### src/rtl/bcg_timing_if.sv
// Raster timing bundle: pixel/line position, look-ahead position, fetch phase and syncs.
interface bcg_timing_if;
  logic [9:0] x;
  logic [8:0] y;
  logic [9:0] cx;
  logic [8:0] cy;
  logic [1:0] phase;
  logic       hsync;
  logic       vsync;
  logic       de;
  logic       frame;

  modport master (
    output x, y, cx, cy, phase, hsync, vsync, de, frame
  );

  modport slave (
    input x, y, cx, cy, phase, hsync, vsync, de, frame
  );
endinterface

### src/rtl/bcg_timing.sv
// Video raster timing generator running at twice the pixel rate, with a look-ahead
// position and 4-slot fetch phase for the background fetcher.
module bcg_timing #(
  parameter int H_ACT     = 640,
  parameter int H_FP      = 16,
  parameter int H_SW      = 96,
  parameter int H_BP      = 48,
  parameter int V_ACT     = 480,
  parameter int V_FP      = 10,
  parameter int V_SW      = 2,
  parameter int V_BP      = 33,
  parameter int LOOKAHEAD = 4
) (
  input  logic              clk,
  input  logic              rst,
  bcg_timing_if.master      tim
);

  localparam int H_TOT = H_ACT + H_FP + H_SW + H_BP;
  localparam int V_TOT = V_ACT + V_FP + V_SW + V_BP;

  logic       sub;
  logic [9:0] hcnt;
  logic [9:0] vcnt;

  logic       sub_nxt;
  logic [9:0] hcnt_nxt;
  logic [9:0] vcnt_nxt;
  logic       h_wrap;
  logic [10:0] cx_sum;
  logic       la_wrap;
  logic [9:0] cx_nxt;
  logic [8:0] cy_nxt;
  logic       de_nxt;
  logic       hsync_nxt;
  logic       vsync_nxt;
  logic       frame_nxt;

  always_comb begin
    sub_nxt  = ~sub;
    hcnt_nxt = hcnt;
    vcnt_nxt = vcnt;
    h_wrap   = sub && (hcnt == 10'(H_TOT - 1));
    if (sub) begin
      hcnt_nxt = h_wrap ? '0 : hcnt + 10'd1;
    end
    if (h_wrap) begin
      vcnt_nxt = (vcnt == 10'(V_TOT - 1)) ? '0 : vcnt + 10'd1;
    end
  end

  // Outputs decode the next counter state so the registered ports line up
  // with the counters in the same cycle.
  always_comb begin
    cx_sum  = {1'b0, hcnt_nxt} + 11'(LOOKAHEAD);
    la_wrap = cx_sum >= 11'(H_TOT);
    cx_nxt  = la_wrap ? 10'(cx_sum - 11'(H_TOT)) : cx_sum[9:0];
    cy_nxt  = vcnt_nxt[8:0];
    if (la_wrap) begin
      cy_nxt = (vcnt_nxt == 10'(V_TOT - 1)) ? 9'd0 : 9'(vcnt_nxt + 10'd1);
    end
    de_nxt    = (hcnt_nxt < 10'(H_ACT)) && (vcnt_nxt < 10'(V_ACT));
    hsync_nxt = !((hcnt_nxt >= 10'(H_ACT + H_FP)) && (hcnt_nxt < 10'(H_ACT + H_FP + H_SW)));
    vsync_nxt = !((vcnt_nxt >= 10'(V_ACT + V_FP)) && (vcnt_nxt < 10'(V_ACT + V_FP + V_SW)));
    frame_nxt = !sub_nxt && (hcnt_nxt == '0) && (vcnt_nxt == '0);
  end

  always_ff @(posedge clk or negedge rst) begin
    if (!rst) begin
      sub       <= 1'b0;
      hcnt      <= '0;
      vcnt      <= '0;
      tim.x     <= '0;
      tim.y     <= '0;
      tim.cx    <= 10'(LOOKAHEAD);
      tim.cy    <= '0;
      tim.phase <= '0;
      tim.hsync <= 1'b1;
      tim.vsync <= 1'b1;
      tim.de    <= 1'b1;
      tim.frame <= 1'b1;
    end else begin
      sub       <= sub_nxt;
      hcnt      <= hcnt_nxt;
      vcnt      <= vcnt_nxt;
      tim.x     <= hcnt_nxt;
      tim.y     <= vcnt_nxt[8:0];
      tim.cx    <= cx_nxt;
      tim.cy    <= cy_nxt;
      tim.phase <= {hcnt_nxt[0], sub_nxt};
      tim.hsync <= hsync_nxt;
      tim.vsync <= vsync_nxt;
      tim.de    <= de_nxt;
      tim.frame <= frame_nxt;
    end
  end

endmodule

### src/flat_wrapper.sv
// flat-port wrapper written by rule: the top's interface ports become plain ports
module bcg_timing_flat 
#(
  parameter int H_ACT     = 640,
  parameter int H_FP      = 16,
  parameter int H_SW      = 96,
  parameter int H_BP      = 48,
  parameter int V_ACT     = 480,
  parameter int V_FP      = 10,
  parameter int V_SW      = 2,
  parameter int V_BP      = 33,
  parameter int LOOKAHEAD = 4
)
  (clk, rst, tim_x, tim_y, tim_cx, tim_cy, tim_phase, tim_hsync, tim_vsync, tim_de, tim_frame);
  bcg_timing_if tim_i ();
  input  logic clk;
  input  logic rst;
  output wire logic [$bits(tim_i.x)-1:0] tim_x;
  output wire logic [$bits(tim_i.y)-1:0] tim_y;
  output wire logic [$bits(tim_i.cx)-1:0] tim_cx;
  output wire logic [$bits(tim_i.cy)-1:0] tim_cy;
  output wire logic [$bits(tim_i.phase)-1:0] tim_phase;
  output wire logic [$bits(tim_i.hsync)-1:0] tim_hsync;
  output wire logic [$bits(tim_i.vsync)-1:0] tim_vsync;
  output wire logic [$bits(tim_i.de)-1:0] tim_de;
  output wire logic [$bits(tim_i.frame)-1:0] tim_frame;
  assign tim_x = tim_i.x;
  assign tim_y = tim_i.y;
  assign tim_cx = tim_i.cx;
  assign tim_cy = tim_i.cy;
  assign tim_phase = tim_i.phase;
  assign tim_hsync = tim_i.hsync;
  assign tim_vsync = tim_i.vsync;
  assign tim_de = tim_i.de;
  assign tim_frame = tim_i.frame;
  bcg_timing #(.H_ACT(H_ACT), .H_FP(H_FP), .H_SW(H_SW), .H_BP(H_BP), .V_ACT(V_ACT), .V_FP(V_FP), .V_SW(V_SW), .V_BP(V_BP), .LOOKAHEAD(LOOKAHEAD)) u_core (.clk(clk), .rst(rst), .tim(tim_i));
endmodule
### config.mk
export PLATFORM = sky130hd
export DESIGN_NAME = bcg_timing_flat
export DESIGN_NICKNAME = d
export VERILOG_FILES = /design/src/rtl/bcg_timing_if.sv /design/src/rtl/bcg_timing.sv /design/src/flat_wrapper.sv
export SDC_FILE = /design/constraint.sdc
export NUM_CORES = 1
export LEC_CHECK = 0
export BUFFER_PORTS_ARGS = -buffer_cell sky130_fd_sc_hd__buf_4
export CAP_MARGIN = 20
export CORE_ASPECT_RATIO = 2
export CORE_MARGIN = 4
export CORE_UTILIZATION = 40
export DETAILED_ROUTE_END_ITERATION = 8
export GPL_TIMING_DRIVEN = 1
export PLACE_DENSITY = 0.62
export SYNTH_ARGS = -nofsm -noshare
export SYNTH_HDL_FRONTEND = slang
export SYNTH_SLANG_ARGS = --single-unit
export TNS_END_PERCENT = 20
### constraint.sdc
create_clock -name clk -period 3.9 [get_ports clk]
set_clock_uncertainty 0.1 [all_clocks]
set_input_delay 0.195 -clock clk [delete_from_list [all_inputs] [get_ports clk]]
set_output_delay 0.195 -clock clk [all_outputs]
set_load 0.01 [all_outputs]
== After elaboration in Yosys (flattened, before gate mapping) ==
Cells that the tools add are included.

* Bits of input ports: 2
* Bits in registers: 55
* Word-level logic and storage cells: 44
* Output and inout port bits: 44

* $lt $le $gt $ge: 7
* Bitwise gates (word level): 1
* Muxes and demuxes: 7
* $add $sub $neg: 5
* Equal/unequal tests: 3
* Reduce and logical (&&, ||, !) cells: 10

{| class="wikitable"
|+ Operators by type and width
! kind !! number
|-
| 10-bit two-way mux || 5
|-
| 10-bit == test, second input constant || 3
|-
| 10-bit by 1-bit adder with 10-bit output, second input constant || 2
|-
| 10-bit zero test || 2
|-
| 10-bit < comparator, second input constant || 2
|-
| 10-bit by 9-bit < comparator with 1-bit output, second input constant || 2
|-
| 9-bit two-way mux || 2
|-
| 10-bit by 3-bit adder with 11-bit output, second input constant || 1
|-
| 11-bit by 10-bit >= comparator with 1-bit output, second input constant || 1
|-
| 10-bit >= comparator, second input constant || 1
|-
| 10-bit by 9-bit >= comparator with 1-bit output, second input constant || 1
|-
| 10-bit subtractor, second input constant || 1
|-
| 9-bit by 1-bit adder with 9-bit output, second input constant || 1
|-
| 1-bit logical AND || 6
|-
| 1-bit zero test || 2
|-
| 1-bit NOT || 1
|}

== Logic depth before layout (Yosys ltp) ==
Gate-level depths: netlist of run 1.

* Depth after elaboration: 7
* Mapped depth: 17
* Depth with buffers taken out: 14

== Least setup slack after synthesis of run 1 ==
OpenSTA, ideal clock, no wires.

* Path kind: register to register
* From: register u_core.tim.x[1] (netlist name)
* To: register u_core.tim.cy[8]
* Buffers on the path: 2
* Library setup time: 0.131 ns
* Data required time: 3.669 ns
* Period minus slack after synthesis: 3.673 ns
* Arrival: 3.442 ns
* Setup slack: 0.227 ns
* Stages on the path, launching flop included: 16
* Cell sequence: dfrtp_1 > ha_1 > buf_2 > nand3_1 > nor4_1 > buf_2 > nor2_1 > ha_1 > nand2_1 > mux2i_1 > nand2_1 > or4_1 > o221ai_2 > o22ai_2 > or4b_1 > xnor2_1

{| class="wikitable"
|+ RTL lines
! what !! line !! RTL
|-
| to (signal assigned) || bcg_timing.sv:89 || <nowiki>tim.cy <= cy_nxt;</nowiki>
|-
| to (decl) || bcg_timing_if.sv:14 || <nowiki>output x, y, cx, cy, phase, hsync, vsync, de, frame</nowiki>
|}

==> metrics.txt, run 1 <==
startpoint type of the worst setup path=flip-flop; Mapped Area=0.002685 mm2; worst-case clock buffer depth=2; clk slew on worst S/H paths=0.06 ns; Synth Register Bits=42; Worst EP arrival=3.62 ns; total wire length=7.427 mm; core area=0.006569 mm2; top cells by area, synth=dfrtp_1 (34%), xnor2_1 (5.5%), dfstp_2 (4.9%); CP peak stage delay=0.56 ns; Final Max Slew Viols=0; Crit Path Max Fanout=8; Final Non-Filler Cells=422; grt ovf=0; WP buf/inv=1; Top delay family on crit path=simple AND/OR/NAND/NOR gates; GR Layer Usage met2=0.3652; worst rel slew slack=0.5803; GR Layer Usage met1=0.1934; TritonCTS clock tree=done; Area Overhead vs Synth=22.41%; Lkg Pwr=1.535 nW; latest clock arrival within the worst-skew pair=0.29 ns; Final min period=3.564 ns; Top Ports=46; DPL Wire Length=5.629 mm; gr usage total=0.1974; cells after synthesis=290; syn nets=301; Post-synth EDFFs=0; highest clock rate=280.5 MHz; Slowest-stage cell, CP=or4b_1; final setup vio count=0; fin crit share=0.9140; ys flop type=dfrtp_1; crit-path most repeated cell=nand2_1; commonest non-fill, non-tap cell in the layout=buf_4; Die X=65.94 um; first-pass GRT wire length=12.03 mm; post-synthesis sequential area ratio=0.3938; RSZ-0062 raised after global routing=no; vias in the first global route=2,399; crit path kind=reg -> reg; asr flop ratio synth=1.000; TritonCTS buffer count=5; top-area cell type share of the netlist area=0.3448; DP Area=0.003089 mm2; antenna violations before repair=0; commonest non-fill, non-tap cells in the layout=buf_4 (64), dfrtp_1 (36), nand2_1 (24); Worst Hold Class=in -> async; maximum vdd drop=0.0002049 V; via count=2,380; yosys warns=0; 1st-iter DRT viols=102; Fill cells=669; placed insts=412; TritonRoute pass-1 iters=4; Final ANT Viol Nets=0; Worst Tran Pin Value=0.6120 ns; Post-Route Setup TNS=0 ns; initial core utilization=0.4088; Critical Path RT=3.95 ns; post-DR vias/cell=5.640; port bufs=45; Chip Height=123.9 um; H-tree depth=2; root buf cell=clkbuf_16; status=completed; Total Nets Final=344; WL per Instance=17.60 um; drt drc=0; met3 usage=0.02708; final hold violation count=0; Cell variety after synth=60; share of cells above drive strength 1=0.2754; Core Rows=42; Multi-input gate area=0.001394 mm2; crit-path cells=ha_1 > nand2_1 > xor2_1 > inv_1 > ha_2 > nand2_1 > mux2i_2 > nand2_1 > or4_1 > o221ai_2 > o22ai_2 > or4b_1 > xnor2_1; Finished Cell Area=0.003287 mm2; top cell type by total area after synthesis=dfrtp_1; clock sinks=42; final RePlAce weighted congestion=0.8594; Reg area=0.001059 mm2; largest net degree at the start of global routing=43; CP Capture Type=flip-flop; GRT Max-Usage Layer=met2; syn avg cell area=9.259 um2; Pwr per Cell Area=280.2 mW/mm2; ANT cells=0; maximum capacitance violations=0; Die Footprint=0.008167 mm2
flip-flops by register name, indices dropped and copies added, names as in the netlist:
signal and flops:
u_core.tim.x 10, u_core.tim.vsync 1, u_core.tim.de 1, u_core.tim.cy 9, u_core.tim.hsync 1, u_core.tim.phase 1
u_core.vcnt 2, u_core.tim.frame 1, u_core.tim.y 8, u_core.tim.cx 8
repair_timing:
action                                  CTS  global route
setup buffers                             0             1
resized for setup                         0             4
endpoints found under the hold margin    37             0
hold buffers                              1             0
endpoints found under the setup margin    0             8
cell families (layout without fill, tap and decap cells):
logic type | Yosys count | in the layout | share of synthesized area
xor gates and xnor gates | 23 | 23 | 0.07502
DFF | 42 | 42 | 0.3938
buffers and inverters | 47 | 91 | 0.09180
adders and majority gates | 9 | 9 | 0.04194
and+or+nand+nor | 111 | 111 | 0.2293
muxes | 6 | 6 | 0.02330
AOI/OAI and AO/OA | 52 | 52 | 0.1449
metrics by stage:
step / hold WS (ns) / utilization / power (mW) / worst slack (ns)
6_report: 0.3267 / 0.5004 / 0.9209 / 0.3355
5_1_grt: 0.3968 / 0.5004 / 0.9514 / 0.06589
4_1_cts: 0.3592 / 0.4971 / 0.9309 / 0.1347
3_5_place_dp: 0.1175 / 0.4703 / 0.4535 / 0.1664
3_3_place_gp: 0.1160 / 0.4703 / 0.4534 / 0.3575
2_1_floorplan: -0.2006 / - / 0.4439 / 0.2267
layout make-up:
type	instances	area share
Tap cell	88	0.03350
Clock inverter	2	0.01142
Multi-Input combinational cell	201	0.4241
Timing Repair Buffer	65	0.1492
Sequential cell	42	0.3220
Clock buffer	6	0.03921
Inverter	18	0.02056
report_power, final:
group,internal [mW],switching [mW]
Combinational,0.00132,0.00852
Sequential,0.436,0
Clock,0.302,0.173
Total,0.740,0.181
per-layer routing:
metal	part of all wire	up-vias
li1	-	1106
met1	0.33	1148
met2	0.57	99
met3	0.044	27
met4	0.056	0
met5	0	-
Yosys cell counts (4+ instances only):
master and n:
dfstp_2 5, xor2_1 6, buf_2 5, nor2_1 18, nand2_1 24, xnor2_1 17
nand4_1 9, ha_1 9, a21oi_1 9, nor3_1 11, or4_1 4, inv_1 18
mux2i_1 4, and2_1 4, dfrtp_1 37, nand2b_1 4, nor3b_1 4, o21ai_0 9
buf_4 17, nor4_1 8, nand3_1 6, a21o_1 4, clkbuf_1 7
final timing paths:
kind,startpoint,end,slack (ns),cells past startpoint
min,rst,u_core.vcnt[9],0.33,2
max,u_core.tim.x[0],u_core.tim.cy[8],0.34,13
min reg2reg,u_core.vcnt[9],u_core.vcnt[9],0.55,2
max reg2reg,u_core.tim.x[0],u_core.tim.cy[8],0.34,13
max in group asynchronous,rst,u_core.tim.x[1],2.96,2
min in group clk,u_core.vcnt[9],u_core.vcnt[9],0.55,2
Power figures use the tool's default switching activity.
==> run 2, diff against run 1 <==
--- a/config.mk
+++ b/config.mk
@@ -7,12 +7,14 @@
 export LEC_CHECK = 0
 export BUFFER_PORTS_ARGS = -buffer_cell sky130_fd_sc_hd__buf_4
 export CAP_MARGIN = 20
+export CELL_PAD_IN_SITES_DETAIL_PLACEMENT = 1
+export CELL_PAD_IN_SITES_GLOBAL_PLACEMENT = 2
 export CORE_ASPECT_RATIO = 2
 export CORE_MARGIN = 4
-export CORE_UTILIZATION = 40
+export CORE_UTILIZATION = 31
 export DETAILED_ROUTE_END_ITERATION = 8
 export GPL_TIMING_DRIVEN = 1
-export PLACE_DENSITY = 0.62
+export PLACE_DENSITY = 0.76
 export SYNTH_ARGS = -nofsm -noshare
 export SYNTH_HDL_FRONTEND = slang
 export SYNTH_SLANG_ARGS = --single-unit
==> run 2 against run 1 <==
  * Global-route usage shrank 2.5 points
  * Sequential share of layout area about the same
  * Setup slack lost 0.11 ns
  * Via count decreased by 1.3%
  * Core utilization is 11 points lower
  * Die area up 26%
  * Hold slack better by 0.011 ns
  * Fmax decreased by 2.9%
  * First-iteration DRC count fell by 6.9%
  * Non-clock buffer count is 2 lower
  * Combinational power fell by 1%
  * Power increased by 0.47%
  * Critical path type unchanged
==> metrics.txt, run 2 (synthesized netlist as in run 1, its figures left out) <==
maximum capacitance violations=0 (unchanged); Die X=73.81 um (+12%); worst rel slew slack=0.5709 (-0.009437); Core Rows=47 (+12%); Finished Cell Area=0.003281 mm2 (-0.19%); maximum vdd drop=0.0002771 V (+35%); 1st-iter DRT viols=95 (-6.9%); Post-Route Setup TNS=0 ns (unchanged); Worst Hold Class=in -> async; drt drc=0 (unchanged); Die Footprint=0.01031 mm2 (+26%); CP Capture Type=flip-flop; WL per Instance=18.74 um (+6.5%); core area=0.008351 mm2 (+27%); TritonCTS buffer count=5 (unchanged); max reg flops=10 (unchanged); commonest non-fill, non-tap cells in the layout=buf_4 (62), dfrtp_1 (37), nand2_1 (24); DP Area=0.003094 mm2 (+0.16%); Largest Register=u_core.tim.x; clk slew on worst S/H paths=0.06 ns (about the same); DPL Wire Length=6.388 mm (+13%); fin crit share=0.9415 (+0.02751); post-CTS setup buffer count=0 (unchanged); Fill cells=973 (+45%); Pwr per Cell Area=282.0 mW/mm2 (+0.66%); Multi-input gate area=0.001389 mm2 (-0.36%); TritonRoute pass-1 iters=4 (unchanged); startpoint type of the worst setup path=flip-flop; Worst EP arrival=3.73 ns (+0.11 ns); antenna violations before repair=0 (unchanged); latest clock arrival within the worst-skew pair=0.29 ns (about the same); Critical Path RT=3.96 ns (about the same); via count=2,348 (-1.3%); final RePlAce weighted congestion=0.8093 (-5.8%); Final min period=3.672 ns (+0.1073 ns); Crit Path Max Fanout=9 (+1); largest net degree at the start of global routing=43 (unchanged); share of cells above drive strength 1=0.2620 (-0.01340); Lkg Pwr=1.525 nW (-0.62%); TritonCTS clock tree=done; Reg area=0.001057 mm2 (-0.12%); status=completed; initial core utilization=0.3215 (-0.08722); ANT cells=0 (unchanged); final hold violation count=0 (unchanged); Final ANT Viol Nets=0 (unchanged); Area Overhead vs Synth=22.18%; final setup vio count=0 (unchanged); vias in the first global route=2,604 (+8.5%); gr usage total=0.1727 (-0.02468); clock sinks=42 (unchanged); grt ovf=0 (unchanged); Chip Height=139.6 um (+13%); total power=0.9252 mW (+0.47%); highest clock rate=272.3 MHz (-2.9%); Final Max Slew Viols=0 (unchanged); worst-case clock buffer depth=2 (unchanged); root buf cell=clkbuf_16; Min Hold Slack=0.3380 ns (+0.01123 ns); Top Ports=46 (unchanged); H-tree depth=2 (unchanged); Total Nets Final=342 (-0.58%); port bufs=45 (unchanged); commonest non-fill, non-tap cell in the layout=buf_4; Worst Tran Pin Value=0.6417 ns (+0.02968 ns); total wire length=8.057 mm (+8.5%); crit path kind=reg -> reg; post-DR vias/cell=5.460 (-3.2%); RSZ-0062 raised after global routing=no; top flop regs=u_core.tim.x x10, u_core.tim.cy x9; first-pass GRT wire length=13.48 mm (+12%)
## run 2: path summary, 6_finish.rpt
kind                                       from                to  slack, ns  cells after the start
worst max-delay path            u_core.tim.x[0]  u_core.tim.cy[8]       0.23                     14
worst min-delay path                        rst  u_core.tim.cx[3]       0.34                      2
worst max register to register  u_core.tim.x[0]  u_core.tim.cy[8]       0.23                     14
worst min register to register  u_core.tim.x[2]  u_core.tim.cx[2]       0.58                      2
max in group asynchronous                   rst  u_core.tim.vsync       2.98                      2
min in group clk                u_core.tim.x[2]  u_core.tim.cx[2]       0.58                      2
## run 2: report_power, final
group          switching (mW)  internal (mW)
clock                   0.177          0.303
sequential                  0          0.436
combinational         0.00840        0.00132
## run 2: metrics by stage
step	instances	setup WS [ns]	util
after detailed placement	421	0.1690	0.3705
after floorplan	290	0.2267	-
after CTS	430	0.1634	0.3920
after global placement	421	0.3192	0.3705
final	430	0.2282	0.3929
after global routing	430	0.002822	0.3929
## run 2: repair_timing
| action | 4_1_cts | 5_1_grt |
|---|---|---|
| hold buffers | 1 | 0 |
| setup endpoints to repair | 0 | 4 |
| resized for setup | 0 | 1 |
| hold endpoints to repair | 37 | 0 |
## run 2: final cells by class
| class | count | area share |
|---|---|---|
| multi-input combinational | 201 | 0.4233 |
| sequential | 42 | 0.3223 |
| timing repair buffer | 63 | 0.1449 |
| clock buffer | 5 | 0.03814 |
| tap | 98 | 0.03738 |
| inverter | 18 | 0.02059 |
| clock inverter | 3 | 0.01335 |
## run 2: layer usage
layer  part of all wire  GRT usage
met1               0.34     0.1711
met2               0.58     0.3151
met3              0.030    0.02527
met4              0.059     0.1117
met5                  0          0
## run 2: worst max-delay path, stage by stage (launching register included)
cell,delay (ns)
dfrtp_1,0.45
ha_1,0.21
buf_4,0.16
nand2_1,0.07
xor2_1,0.17
inv_1,0.13
ha_1,0.24
nand2_1,0.07
mux2i_1,0.29
nand2_1,0.11
or4_1,0.45
o221ai_2,0.25
o22ai_4,0.16
or4b_1,0.55
xnor2_1,0.14
